## config.mk

```make
export PLATFORM = sky130hd
export DESIGN_NAME = fpdiv_result_stage
export DESIGN_NICKNAME = d
export VERILOG_FILES = /design/src/rtl/fpdiv_pkg.sv /design/src/rtl/fpdiv_out_fifo.sv /design/src/rtl/fpdiv_result_stage.sv
export SDC_FILE = /design/constraint.sdc
export NUM_CORES = 1
export LEC_CHECK = 0
export CAP_MARGIN = 15
export CORE_MARGIN = 2
export CORE_UTILIZATION = 43
export DETAILED_ROUTE_END_ITERATION = 12
export PLACE_DENSITY_LB_ADDON = 0.15
export SLEW_MARGIN = 20
export SYNTH_ARGS = -nofsm -noshare
export SYNTH_HDL_FRONTEND = slang
export SYNTH_SLANG_ARGS = --single-unit
```

## constraint.sdc

```tcl
create_clock -name CLK -period 5.1 [get_ports CLK]
set_input_delay 1.02 -clock CLK [delete_from_list [all_inputs] [get_ports CLK]]
set_output_delay 1.02 -clock CLK [all_outputs]
set_load 0.05 [all_outputs]
```

## src/rtl/fpdiv_pkg.sv

```systemverilog
// Shared types for the FP32 divider result stage: field view of an FP32 word,
// FSM states, exception flags and the IEEE-754 exception fix-up.
package fpdiv_pkg;

  localparam logic [7:0] FP32_INF_EXP = 8'hFF;

  typedef struct packed {
    logic       sign;
    logic [7:0] exp;
    logic [22:0] frac;
  } fp32_t;

  typedef enum logic [1:0] {IDLE, WAIT, CAPT} state_t;

  typedef struct packed {
    logic ovf;
    logic unf;
  } flags_t;

  typedef struct packed {
    fp32_t  result;
    flags_t flags;
  } entry_t;

  // Overflow saturates to signed infinity, underflow flushes to signed zero;
  // overflow takes priority when the divider raises both.
  function automatic entry_t fixup(input fp32_t raw, input logic ovf, input logic unf);
    entry_t e;
    e.result = raw;
    e.flags  = '0;
    if (ovf) begin
      e.result = '{sign: raw.sign, exp: FP32_INF_EXP, frac: '0};
      e.flags.ovf = 1'b1;
    end else if (unf) begin
      e.result = '{sign: raw.sign, exp: '0, frac: '0};
      e.flags.unf = 1'b1;
    end
    return e;
  endfunction

endpackage

```

## src/rtl/fpdiv_out_fifo.sv

```systemverilog
// Small register-based output FIFO; the head entry is read straight from storage.
module fpdiv_out_fifo #(
  parameter int DEPTH = 2,
  parameter int WIDTH = 34
) (
  input  logic                         CLK,
  input  logic                         RST,
  input  logic                         push,
  input  logic [WIDTH-1:0]             push_data,
  input  logic                         pop,
  output logic [WIDTH-1:0]             head,
  output logic                         full,
  output logic                         empty,
  output logic [$clog2(DEPTH+1)-1:0]   count
);

  localparam int PTR_W = $clog2(DEPTH);
  localparam int CNT_W = $clog2(DEPTH+1);

  logic [WIDTH-1:0] mem [DEPTH];
  logic [PTR_W-1:0] wr_ptr;
  logic [PTR_W-1:0] rd_ptr;
  logic             do_push;
  logic             do_pop;

  assign empty   = (count == '0);
  assign full    = (count == CNT_W'(DEPTH));
  assign do_pop  = pop && !empty;
  assign do_push = push && (!full || do_pop);
  assign head    = mem[rd_ptr];

  // NOTE: storage is reset too, so out_result reads 0 after reset rather than X.
  always_ff @(posedge CLK) begin
    if (RST) begin
      for (int i = 0; i < DEPTH; i++) mem[i] <= '0;
      wr_ptr <= '0;
      rd_ptr <= '0;
      count  <= '0;
    end else begin
      if (do_push) begin
        mem[wr_ptr] <= push_data;
        wr_ptr      <= wr_ptr + PTR_W'(1);
      end
      if (do_pop) rd_ptr <= rd_ptr + PTR_W'(1);
      count <= count + CNT_W'(do_push) - CNT_W'(do_pop);
    end
  end

endmodule

```

## src/rtl/fpdiv_result_stage.sv

```systemverilog
// Sequences one operand pair at a time through the combinational FP32 divider,
// fixes up exceptional results and queues them for the consumer.
module fpdiv_result_stage
  import fpdiv_pkg::*;
#(
  parameter int LAT   = 2,
  parameter int DEPTH = 2
) (
  input  logic        CLK,
  input  logic        RST,
  input  logic        in_valid,
  output logic        in_ready,
  input  logic [31:0] in_A,
  input  logic [31:0] in_B,
  output logic [31:0] div_A,
  output logic [31:0] div_B,
  input  logic [31:0] div_result,
  input  logic        div_overflow,
  input  logic        div_underflow,
  output logic        out_valid,
  input  logic        out_ready,
  output logic [31:0] out_result,
  output logic [1:0]  out_flags,
  output logic        sticky_ovf,
  output logic        sticky_unf,
  input  logic        clr_sticky,
  output logic        busy
);

  localparam int CNT_W  = $clog2(LAT+1);
  localparam int FCNT_W = $clog2(DEPTH+1);

  state_t              state;
  state_t              state_nxt;
  logic [CNT_W-1:0]    cnt;
  logic                accept;
  logic                capt;
  entry_t              fixed;
  entry_t              head;
  logic                fifo_full;
  logic                fifo_empty;
  logic [FCNT_W-1:0]   fifo_count;

  assign accept = in_valid && in_ready;
  assign fixed  = fixup(div_result, div_overflow, div_underflow);

  // NOTE: sequential state uses non-blocking assignments so every register
  // samples pre-edge values regardless of statement order.
  always_ff @(posedge CLK) begin
    if (RST) state <= IDLE;
    else     state <= state_nxt;
  end

  // NOTE: every comb output gets a default first so no path infers a latch.
  always_comb begin
    state_nxt = state;
    unique case (state)
      IDLE: if (accept) state_nxt = (LAT == 1) ? CAPT : WAIT;
      WAIT: if (cnt == CNT_W'(1)) state_nxt = CAPT;
      CAPT: state_nxt = IDLE;
      default: state_nxt = IDLE;
    endcase
  end

  always_comb begin
    in_ready = 1'b0;
    capt     = 1'b0;
    busy     = (state != IDLE);
    unique case (state)
      IDLE:    in_ready = !RST && (fifo_count < FCNT_W'(DEPTH));
      CAPT:    capt = 1'b1;
      default: ;
    endcase
  end

  // Operands stay on div_A/div_B until the next accept so the divider output
  // is settled by the capture edge.
  always_ff @(posedge CLK) begin
    if (RST) begin
      cnt   <= '0;
      div_A <= '0;
      div_B <= '0;
    end else if (accept) begin
      cnt   <= CNT_W'(LAT-1);
      div_A <= in_A;
      div_B <= in_B;
    end else if (state == WAIT) begin
      cnt <= cnt - CNT_W'(1);
    end
  end

  always_ff @(posedge CLK) begin
    if (RST) begin
      sticky_ovf <= 1'b0;
      sticky_unf <= 1'b0;
    end else begin
      if (capt && fixed.flags.ovf) sticky_ovf <= 1'b1;
      else if (clr_sticky)         sticky_ovf <= 1'b0;
      if (capt && fixed.flags.unf) sticky_unf <= 1'b1;
      else if (clr_sticky)         sticky_unf <= 1'b0;
    end
  end

  fpdiv_out_fifo #(
    .DEPTH (DEPTH),
    .WIDTH ($bits(entry_t))
  ) u_fifo (
    .CLK       (CLK),
    .RST       (RST),
    .push      (capt && !fifo_full),
    .push_data (fixed),
    .pop       (out_ready),
    .head      (head),
    .full      (fifo_full),
    .empty     (fifo_empty),
    .count     (fifo_count)
  );

  assign out_valid  = !fifo_empty;
  assign out_result = head.result;
  assign out_flags  = head.flags;

endmodule

```

* After elaboration in Yosys (flattened, before gate mapping)
Memories as Yosys holds them, arrays and structs flattened. A register that Yosys moved wholly into a read port is not among the register bits. Cells that the tools add are included.
Storage, ports and cells: register bits after elaboration 74, memory bits (writable) 68, input port bits 103, output and inout port bits 103, logic and storage cells 68, memories 1
Memories:
- u_fifo.mem | depth 2, width 34, read ports 1, clocked after Yosys merged registers in 1, wr ports 2, line fpdiv_out_fifo.sv:20 | logic [WIDTH-1:0] mem [DEPTH];
Operators by class: add/subtract/negate cells 5, $lt $le $gt $ge 1, equal/unequal tests 6, multiplexer cells 25, reduce and logical (&&, ||, !) cells 20
Operators by type and width (count):
- 2-to-1 mux 31 bit | 2
- 2-to-1 mux 34 bit | 1
- OR reduction 34 bit | 1
- 2-to-1 mux 1 bit | 19
- nonzero test 2 bit | 4
- logical AND 1 bit | 7
- == test 2 x 1 -> 1 bit (second input constant) | 2
- == test 2 bit (second input constant) | 2
- zero test 2 bit | 2
- 2-to-1 mux 2 bit | 2
- inequality test 2 bit (second input constant) | 2
- case mux 2 bit (2 select lines) | 1
- zero test 1 bit | 3
- adder 1 bit (second input constant) | 2
- adder 2 x 1 -> 2 bit | 1
- less-than comparator 2 bit (second input constant) | 1
- AND reduction 2 bit | 1
- OR reduction 2 bit | 1
- subtractor 2 x 1 -> 2 bit | 1
- subtractor 2 x 1 -> 2 bit (second input constant) | 1
- logical OR 1 bit | 1

* Depth between registers and ports, before layout
Gate-level depths: netlist of run 1.
word-level depth 10, depth in mapped cells 7, mapped depth without buffers 7

* Modules after synthesis
Synthesis of run 1 repeated with hierarchy kept, for this count alone.
Second synthesis, totals: cell total of the unflattened synthesis 470, area, all modules 5834.3 µm²
Modules (own cells, without submodules):
- fpdiv_out_fifo | times used 1, cells an instance 214, area an instance 3215.6 µm², seq. area each 2142.1 µm²
- fpdiv_result_stage | times used 1, cells an instance 256, area an instance 2618.8 µm², seq. area each 1401.3 µm²

* Least setup slack after synthesis of run 1
OpenSTA, ideal clock, no wires.
kind register -> register, start point register state[0], end point memory u_fifo.mem[0][0], enable pin, setup time 477 ps, arrival time 3249 ps, data required time 4623 ps, setup slack 1374 ps, stages on the path, launching flop included 4, path buffers 1, clock period less this slack 3726 ps, cell sequence dfxtp_1 > nand2b_1 > buf_2 > o31ai_1
RTL lines:
- start: declaration | line fpdiv_result_stage.sv:33 | state_t state;
- start signal: assignment | line fpdiv_result_stage.sv:51 | else state <= state_nxt;
- end: declaration | line fpdiv_out_fifo.sv:20

==> results of run 1 <==
==> stage by stage <==
step	util, %	setup WS, ns	total power [µW]	hold WS [ns]
after floorplan	-	1.37	2380	0.449
after global placement	61.5	1.91	2830	0.441
after detailed placement	61.5	1.87	2860	0.446
after CTS	66.0	1.58	4050	0.454
after global routing	66.0	1.54	4180	0.467
final	66.0	1.65	4010	0.452
==> logic make-up (layout without fill, tap and decap cells) <==
logic type / count (synthesis) / after routing / synth area share [%]
and+or+nand+nor: 224 / 224 / 18.3
DFF: 143 / 143 / 62.6
AOI/OAI and AO/OA: 80 / 80 / 7.36
buffers and inverters: 48 / 253 / 3.65
muxes: 35 / 35 / 6.94
adders and majority gates: 3 / 3 / 0.663
xor gates and xnor gates: 3 / 3 / 0.464
==> routing by layer <==
| layer | up-vias | wire (µm) |
|---|---|---|
| met5 | - | 0 |
| met4 | 0 | 294 |
| met3 | 24 | 1290 |
| met2 | 150 | 7280 |
| met1 | 2143 | 5370 |
| li1 | 2219 | - |
==> sequential cells by signal, indices dropped and copies added, names as in the netlist, named ones only <==
register / cells
cnt: 2
div_A: 32
div_B: 32
state: 2
sticky_ovf: 1
sticky_unf: 1
u_fifo.count: 2
u_fifo.mem: 68
u_fifo.rd_ptr: 1
u_fifo.wr_ptr: 1
==> cell usage after synthesis, types with 2 or more instances <==
cell type / instances
inv_1: 9
xnor2_1: 3
buf_2: 15
nand2b_1: 4
mux2_2: 34
nor3_1: 4
dfxtp_1: 75
clkbuf_1: 22
a2bb2oi_1: 2
and3_1: 46
nor2_1: 27
edfxtp_1: 68
nand2_1: 130
and2_1: 2
a21oi_1: 74
ha_1: 3
==> critical path, cell delays in order, from the launching register on <==
cell and delay [ns]:
dfxtp_2 0.87, mux2_2 0.43, clkdlybuf4s50_1 0.71
==> area by class of cell <==
type                            count  area (µm²)  area share, %
Timing Repair Buffer              212        2100           25.0
Inverter                            9        33.8          0.402
Sequential cell                   143        3540           42.2
Clock buffer                       17         425           5.07
Tap cell                          172         215           2.56
Clock inverter                     15         146           1.74
Multi-Input combinational cell    345        1930           23.0
==> where the power goes <==
part	switching [µW]	leakage [µW]	internal, µW	total [µW]
Clock	465	0.000270	714	1180
Combinational	890	0.00168	496	1390
Sequential	107	0.00132	1340	1450
Total	1460	0.00327	2550	4010
==> worst max-delay path by stage <==
stage,start,to,slack [ns],cells past startpoint
2_1_floorplan,state[0]$_SDFFE_PP0P_,u_fifo.mem[0][0]$_SDFFCE_PN0P_,1.37,3
3_3_place_gp,RST,in_ready,1.91,3
3_5_place_dp,RST,u_fifo.mem[1][8]$_SDFFCE_PN0P_,1.87,6
4_1_cts,flip-flop,out_result[3],1.58,2
5_1_grt,flip-flop,out_result[3],1.54,2
6_report,flip-flop,out_result[3],1.65,2
==> results.md, run 1 <==
* Post-synth top area share at about 36%
* CP required at 4.08 ns
* Area Growth Syn to Fin at 48.4%
* Routing usage on met3 at between 8 and 9%
* Post-Route WL at approximately 14,000 µm
* Worst skew pair latency at approximately 0.4 ns
* RSZ-0062 raised after global routing: false
* Pwr/cell area at between 400 and 500 mW/mm²
* Antenna violations before repair at 0
* Top cell type by total area after synthesis: edfxtp_1
* Synth unique cells at 34
* Reg-to-reg startpoint: state[0]$_SDFFE_PP0P_
* Initial core utilization at around 44%
* Final nets at about 830
* R2R setup slack at between 2 and 3 ns
* CP arrival at 2.43 ns
* Most frequent cells in the layout: 204 x clkdlybuf4s50_1, 130 x nand2_1, 74 x a21oi_1, 74 x dfxtp_1, 68 x edfxtp_1
* WL/cell at roughly 16 µm
* Routability-driven placement congestion ratio at just under 0.8
* Layout fillers at between 1,000 and 1,500
* Num CTS Buffers at 17
* Clock root buffer: clkbuf_16
* #FFs+latches synth at 143
* Largest net degree at the start of global routing at 79
* RR Endpoint: u_fifo.mem[1][2]$_SDFFCE_PN0P_
* Ys Warns at 0
* Min Tclk post-route at roughly 3.4 ns
* Worst Reg-to-Reg Cells at 4
* Max Slew Vio Count at 0
* Layout cells sized above 1 at roughly 11%
* Core area at 0.0127 mm²
* Worst slew pin tran at roughly 1.1 ns
* Worst Clk Skew at around 0.0055 ns
* Seq/Total Area, Yosys at between 60% and 70%
* HP Start: div_A[9]$_SDFFE_PP0P_
* Final Hold Vio Count at 0
* Post-cts gate resize count at 0
* Routed via count at 4,536
* Hold buffer count at CTS at 0
* DR vias/cell at 4.97
* Most used DFF post-synth: dfxtp_1
* CP Class: flip-flop to output port
* Die width at 119 µm
* Detailed Route Iter0 Violations at 320
* Inst Count DP at 881
* Die area at about 0.014 mm²
* Total negative slack at 0 ns
* Max VDD drop at 0.000307 V
* Antenna viol nets, final at 0
* Critical-path maximum fanout at 34
* Syn_nets at 642
* Hold Crit Depth at 2
* Vias in the first global route at 4,597
* Design area at between 0.008 and 0.009 mm²
* Synth Instances at ~540
* I/O pin count at about 210
* Reg clk slew, reported paths at ~0.060 ns
* Congestion Overflow GR at 0
* First-pass GRT wire length at 22,100 µm
* CTS Sinks at 143
* GRT met1 Usage at between 20% and 30%
* GR peak layer: met2
* Antenna cells at 0
* Worst hold path class: flip-flop to flip-flop
* TritonRoute pass-1 iters at 5
* Leakage at 0.00327 µW
* Drt drc at 0
* CTS tree: built
* Non-filler cells, final at 913
* Post-synth EDFFs at 68
* Async SR Flop Fraction at 0%
* Cell Area, Synth at 0.00566 mm²
* Mapped Avg Cell Area at 10.6 µm²
* IO Port Bufs at slightly above 200
* Row count at 41
* Placed Area at roughly 0.0078 mm²
* Worst setup EP type: output port
* Fmax at 290 MHz
* GRT Util Overall at between 20% and 30%
* Most common cell after layout, fill and taps aside: clkdlybuf4s50_1
* Outcome: completed
* Slew HR at between 20 and 30%
* Worst setup SP type: flip-flop
* Setup violators final at 0
* Area contributors post-synth: edfxtp_1 36%, dfxtp_1 27%, nand2_1 8.6%
* Hold Crit Endpoint: div_A[9]$_SDFFE_PP0P_
* Detail Placement HPWL at around 9600 µm
* Largest buffer count on any clock path at 2
* # Post-CTS Setup Buffers at 0
* H-tree depth reported by CTS at 4
* Crit share post-route at around 68%
* Die height at roughly 120 µm
* Max cap viols at 0
* Met2 usage at 34.7%
(Power assumes the default switching activity.)
==> inputs of run 2 (changes only) <==
Clock period 5.1 ns to 3.3 ns, I/O delays scaled along.
==> run 2 against run 1 <==
  * Clock-buffer cell count stayed put
  * Register-to-register slack worse by 1.8 ns
  * Die area stayed put
  * Combinational power increased by 58%
  * Final cell count grew 0.44%
  * Design area down 0.63%
  * First-iteration DRC count down 29%
  * Sequential cell count unchanged
  * Power up 55%
  * Hold slack lost 0.00094 ns
  * Critical path type unchanged
==> results.md, run 2 (synthesis gave the netlist of run 1 again) <==
* Pwr/cell area at 746 mW/mm² (+56%)
* Drt drc at 0 (unchanged)
* Largest buffer count on any clock path at 2 (unchanged)
* Antenna viol nets, final at 0 (unchanged)
* Worst Clk Skew at 0.00688 ns (+0.00139 ns)
* Final nets at 838 (+0.48%)
* CP arrival at 2.18 ns (-0.25 ns)
* CP required at 2.64 ns (-1.44 ns)
* Core area at 0.0127 mm² (unchanged)
* Layout fillers at 1,056 (-2.6%)
* GRT Util Overall at 20.6% (+0.47 points)
* Slew HR at 56.6% (+29 points)
* Number of flip-flops in the largest register at 68 (unchanged)
* Die width at 119 µm (unchanged)
* CTS tree: built
* Clock power frac at 30.0% (+0.6 points)
* Largest register by flop count: u_fifo.mem
* Final Hold Vio Count at 0 (unchanged)
* Critical-path maximum fanout at 8 (-76%)
* Max cap viols at 0 (unchanged)
* Setup violators final at 0 (unchanged)
* RSZ-0062 raised after global routing: false
* Internal power at 3980 µW (+56%)
* Worst skew pair latency at 0.41 ns (about the same)
* Detail Placement HPWL at 9390 µm (-1.8%)
* Reg clk slew, reported paths at 0.06 ns (about the same)
* Worst slew pin tran at 0.651 ns (-0.424 ns)
* Post-cts gate resize count at 0 (unchanged)
* Switching share of power at 36.1% (-0.38 points)
* Die height at 119 µm (unchanged)
* Area Growth Syn to Fin at 47.5%
* Max VDD drop at 0.000419 V (+36%)
* Worst setup SP type: flip-flop
* Slowest cell on crit path: clkdlybuf4s50_1
* CP Class: flip-flop to output port
* Most frequent cells in the layout: 170 x clkdlybuf4s50_1, 130 x nand2_1, 75 x dfxtp_1
* Worst setup EP type: output port
* Post-layout power at 6220 µW (+55%)
* Num CTS Buffers at 17 (unchanged)
* # Post-CTS Setup Buffers at 0 (unchanged)
* Max Slew Vio Count at 0 (unchanged)
* Layout cells sized above 1 at 15.4% (+4.5 points)
* Placed Area at 0.00777 mm² (-0.72%)
* Min Tclk post-route at approximately 2.8 ns
* Net Switching at 2240 µW (+54%)
* Antenna violations before repair at 0 (unchanged)
* Total negative slack at 0 ns (unchanged)
* Hold buffer count at CTS at 0 (unchanged)
* TritonRoute pass-1 iters at 4 (-1)
* Routability-driven placement congestion ratio at 0.751 (-3.1%)
* Leakage at 0.00335 µW (+2.4%)
* Post-Route WL at 14,000 µm (-1.5%)
* Most common cell after layout, fill and taps aside: clkdlybuf4s50_1
* Final worst slack at 0.461 ns (-1.19 ns)
* Congestion Overflow GR at 0 (unchanged)
* Combinational share of power at 35.1% (+0.5 points)
* Largest registers: u_fifo.mem: 68 flops, div_A: 32 flops, div_B: 32 flops
* DR vias/cell at 4.91 (-1.1%)
* Row count at 41 (unchanged)
* Crit share post-route at approximately 86%
* Final Util at 65.6% (-0.41 points)
* Dpl ws at 0.694 ns (-1.18 ns)
* Worst hold path class: flip-flop to flip-flop
* I/O pin count at 206 (unchanged)
* Antenna cells at 0 (unchanged)
* Outcome: completed
* IO Port Bufs at 205 (unchanged)
* Area of the multi-input gates at 0.00193 mm² (unchanged)
* Vias in the first global route at 4,655 (+1.3%)
* Flop pwr share at 34.9% (-1.1 points)
* WL/cell at 15.3 µm (-2.0%)
* Detailed Route Iter0 Violations at 227 (-29%)
* Design area at 0.00834 mm² (-0.63%)
* CP cell instances: or2_2, nor3_1, clkdlybuf4s50_1
* H-tree depth reported by CTS at 4 (unchanged)
* Routed via count at 4,504 (-0.71%)
* Largest net degree at the start of global routing at 65 (-18%)
* First-pass GRT wire length at 22,600 µm (+2.4%)
* Sequential cell area at 0.00354 mm² (about the same)
* Clock root buffer: clkbuf_16
* Fmax at between 300 and 400 MHz
* CP max stage delay at 0.87 ns (about the same)
* Die area at 0.0141 mm² (unchanged)
* CTS Sinks at 143 (unchanged)
* Initial core utilization at 44.5% (unchanged)
==> run 2: worst paths after layout <==
check                              from  slack (ns)  cells past startpoint                              to
setup / recovery  state[0]$_SDFFE_PP0P_        0.46                      3                        in_ready
hold / removal    div_A[8]$_SDFFE_PP0P_        0.45                      2           div_A[8]$_SDFFE_PP0P_
setup reg to reg  state[0]$_SDFFE_PP0P_        1.01                      4  u_fifo.mem[1][7]$_SDFFCE_PN0P_
hold reg to reg   div_A[8]$_SDFFE_PP0P_        0.45                      2           div_A[8]$_SDFFE_PP0P_
==> run 2: power by group through the flow <==
| stage | registers [µW] | clock network, µW | logic (µW) |
|---|---|---|---|
| final | 2170 | 1870 | 2190 |
| after global routing | 2200 | 1980 | 2320 |
| after CTS | 2180 | 1900 | 2210 |
| after detailed placement | 2210 | 0 | 2200 |
| after global placement | 2200 | 0 | 2180 |
| after floorplan | 2650 | 0 | 1030 |
==> run 2: area by class of cell <==
class	instances	share of cell area, %
clock buffers	17	5.10
clock inverters	15	1.80
inverters	9	0.405
multi-input cells	345	23.1
flip-flops and latches	143	42.5
well taps	172	2.58
repair buffers	216	24.5
==> run 2: stage by stage <==
stage / cells / hold WS (ns)
CTS: 917 / 0.454
global placement: 885 / 0.441
detailed placement: 885 / 0.446
global route: 917 / 0.468
floorplan: 536 / 0.449
finish: 917 / 0.451
==> run 2: critical path: cells and delay by family (launching register included) <==
family,cells,cell delay [ns]
buffers and inverters,1,0.87
and+or+nand+nor,2,0.53
DFF,1,0.38
==> run 2: metal layers <==
| metal | share of wire, % | GRT usage, % | vias to the layer above |
|---|---|---|---|
| li1 | - | - | 2228 |
| met1 | 40 | 22.8 | 2110 |
| met2 | 49 | 34.5 | 149 |
| met3 | 9.4 | 9.03 | 17 |
| met4 | 1.6 | 8.18 | 0 |
| met5 | 0 | 0 | - |
==> inputs of run 3 (changes only) <==
Settings changed: ABC_AREA from default to 1.
==> run 3 against run 2 <==
  * Hold slack improved by 0.011 ns
  * Largest cell class unchanged
  * Critical path type unchanged
  * Sequential share of layout area decreased by 4.9 points
  * Sequential power decreased by 6%
  * Design area increased by 13%
  * Fmax increased by 8.7%
  * Non-clock buffer count unchanged
==> results.md, run 3 <==
* Bufs and invs on worst path at 2 (+1)
* Top cell type by total area after synthesis: edfxtp_1
* Hold_ws at 0.462 ns (+0.0107 ns)
* Syn_nets at 948 (+48%)
* Routability-driven placement congestion ratio at 0.763 (+1.7%)
* Worst Clk Skew at 0.00626 ns (-0.000626 ns)
* Area contributors post-synth: edfxtp_1 30%, dfxtp_1 22%, inv_1 12%
* Largest buffer count on any clock path at 2 (unchanged)
* Reg clk slew, reported paths at 0.06 ns (about the same)
* Most frequent cells in the layout: 209 x inv_1, 170 x nand2_1, 169 x clkdlybuf4s50_1
* Worst hold path class: flip-flop to flip-flop
* Initial core utilization at 44.2% (-0.24 points)
* GRT Util Overall at 19.9% (-0.67 points)
* Max cap viols at 0 (unchanged)
* Antenna violations before repair at 1 (+1)
* Worst setup EP type: output port
* Mapped Avg Cell Area at 8.02 µm² (-24%)
* Pwr/cell area at 589 mW/mm² (-21%)
* WL/cell at 13.0 µm (-15%)
* Max VDD drop at 0.000430 V (+2.6%)
* #FFs+latches synth at 143 (unchanged)
* Slowest cell on crit path: clkdlybuf4s50_1
* Internal power at 3690 µW (-7.2%)
* Clock root buffer: clkbuf_16
* Num CTS Buffers at 17 (unchanged)
* Core area at 0.0153 mm² (+20%)
* IO Port Bufs at 205 (unchanged)
* Worst Reg-to-Reg Cells at 5 (+1)
* Sequential cell area at 0.00354 mm² (unchanged)
* Combinational share of power at 29.0% (-6.1 points)
* DR vias/cell at 4.44 (-9.6%)
* Antenna viol nets, final at 0 (unchanged)
* TritonRoute pass-1 iters at 4 (unchanged)
* CP Class: flip-flop to output port
* Post-synth top area share at 30.3% (-5.8 points)
* Cell count along the critical path at 3 (unchanged)
* Post-synth top cells: 209 x inv_1, 170 x nand2_1, 143 x nor2_1
* Fmax at 383 MHz (+8.7%)
* CP max stage delay at 0.86 ns (about the same)
* Final Hold Vio Count at 0 (unchanged)
* CP arrival at 1.95 ns (-0.23 ns)
* Congestion Overflow GR at 0 (unchanged)
* Worst skew pair latency at 0.42 ns (about the same)
* Vias in the first global route at 5,343 (+15%)
* Min Tclk post-route at 2.61 ns (-0.226 ns)
* # Post-CTS Setup Buffers at 0 (unchanged)
* Most numerous cell in the Yosys netlist: inv_1
* Worst slew pin tran at 0.762 ns (+0.110 ns)
* Design area at 0.00942 mm² (+13%)
* Max Slew Vio Count at 0 (unchanged)
* Die height at 129 µm (+8.9%)
* R2R setup slack at 1.65 ns (+0.64 ns)
* Ys Warns at 0 (unchanged)
* Setup violators final at 0 (unchanged)
* Flop pwr share at 37.0% (+2.1 points)
* Async SR Flop Fraction at 0% (unchanged)
* Area of the multi-input gates at 0.00217 mm² (+12%)
* Post-synth EDFFs at 68 (unchanged)
* Post-Route WL at 16,300 µm (+16%)
* Drt drc at 0 (unchanged)
* Cell class contributing the biggest share of worst-path delay: buffers and inverters
* Synth Instances at 842 (+57%)
* Clock power frac at 34.1% (+4.1 points)
* Final nets at 1,134 (+35%)
* I/O pin count at 206 (unchanged)
* Largest net degree at the start of global routing at 69 (+6.2%)
* Net Switching at 1850 µW (-17%)
* Post-cts gate resize count at 0 (unchanged)
* Die area at 0.0167 mm² (+19%)
* Total negative slack at 0 ns (unchanged)
* Seq/Total Area, Yosys at 52.5% (-10 points)
* Largest register by flop count: u_fifo.mem
* H-tree depth reported by CTS at 4 (unchanged)
* Worst setup SP type: flip-flop
* Switching share of power at 33.4% (-2.6 points)
* Area Growth Syn to Fin at 39.6%
* CP required at 2.64 ns (about the same)
* Layout fillers at 1,389 (+32%)
* First-pass GRT wire length at 25,800 µm (+14%)
* Cell Area, Synth at 0.00675 mm² (+19%)
* Hold Crit Depth at 2 (unchanged)
* Die width at 129 µm (+8.9%)
* Hold buffer count at CTS at 0 (unchanged)
* Leakage at 0.00436 µW (+30%)
* Synth unique cells at 26 (-24%)
* Number of flip-flops in the largest register at 68 (unchanged)
* CTS Sinks at 143 (unchanged)
* Row count at 45 (+9.8%)
* Slew HR at 49.2% (-7.4 points)
* Routed via count at 5,562 (+23%)
* Largest registers: u_fifo.mem: 68 flops, div_A: 32 flops, div_B: 32 flops
* RSZ-0062 raised after global routing: false
* Most used DFF post-synth: dfxtp_1
* CP cell instances: inv_1, nand2_1, clkdlybuf4s50_1
* Crit share post-route at 79.2% (-6.9 points)
* Layout cells sized above 1 at 11.3% (-4.1 points)
* Outcome: completed
* Placed Area at 0.00883 mm² (+14%)
* Detail Placement HPWL at 10,200 µm (+8.1%)
* Critical-path maximum fanout at 4 (-4)
* Most common cell after layout, fill and taps aside: inv_1
* Detailed Route Iter0 Violations at 345 (+52%)
* CTS tree: built
[run 3: cell count changes after synthesis, sizes merged, moves of 4 or more]
cell,delta
a21oi,-62
nand2,+40
nor2,+118
buf,+24
clkbuf,-14
nand3,+4
and3,-46
inv,+201
nand2b,-4
nor3,-4
nand4,+64
[run 3: logic make-up (layout without fill, tap and decap cells)]
family | after synthesis | after routing | share of synthesized area, %
AO/OA/AOI/OAI | 15 | 15 | 1.32
XOR/XNOR | 1 | 1 | 0.130
adder cells (fa/ha/maj) | 3 | 3 | 0.556
buffers and inverters | 260 | 459 | 15.4
flip-flops | 143 | 143 | 52.5
multiplexers | 34 | 34 | 5.67
other | 0 | 1 | 0
AND/OR/NAND/NOR | 386 | 386 | 24.4
[run 3: layout make-up]
| cell class | instances | share of cell area (%) |
|---|---|---|
| inverter | 211 | 8.41 |
| timing repair buffer | 216 | 21.9 |
| clock buffer | 20 | 4.74 |
| sequential | 143 | 37.6 |
| multi-input combinational | 439 | 23.0 |
| clock inverter | 12 | 1.46 |
| antenna | 1 | 0.0266 |
| tap | 211 | 2.80 |
[run 3: stage by stage]
stage / power, µW / std cells / util (%) / setup WS [ns]
after CTS: 5600 / 1252 / 61.7 / 0.646
final: 5550 / 1253 / 61.7 / 0.687
after floorplan: 3200 / 842 / - / 0.882
after detailed placement: 3700 / 1220 / 57.9 / 0.817
after global placement: 3700 / 1220 / 57.9 / 0.856
after global routing: 5800 / 1253 / 61.7 / 0.620
[run 3: tightest hold or removal path: stages (launching register included)]
cell     delay (ns)
dfxtp_1        0.31
nand2_1        0.06
a21oi_1        0.05
[run 3: worst paths after layout]
path                               from                 endpoint
max reg2reg       state[0]$_SDFFE_PP0P_   div_B[24]$_SDFFE_PP0P_
min reg2reg     sticky_ovf$_SDFFE_PP0P_  sticky_ovf$_SDFFE_PP0P_
max          u_fifo.count[1]$_SDFF_PP0_                out_valid
min             sticky_ovf$_SDFFE_PP0P_  sticky_ovf$_SDFFE_PP0P_
[run 3: power groups by stage]
stage               sequential [µW]  combinational, µW  clock [µW]
detailed placement             2090               1610           0
global route                   2070               1730        2000
finish                         2050               1610        1890
global placement               2080               1610           0
floorplan                      2370                830           0
CTS                            2050               1620        1930
[run 3: routing by layer]
| metal | wire length (µm) | track usage [%] |
|---|---|---|
| met1 | 6950 | 23.6 |
| met2 | 7780 | 33.1 |
| met3 | 1270 | 6.90 |
| met4 | 272 | 8.25 |
| met5 | 0 | 0 |
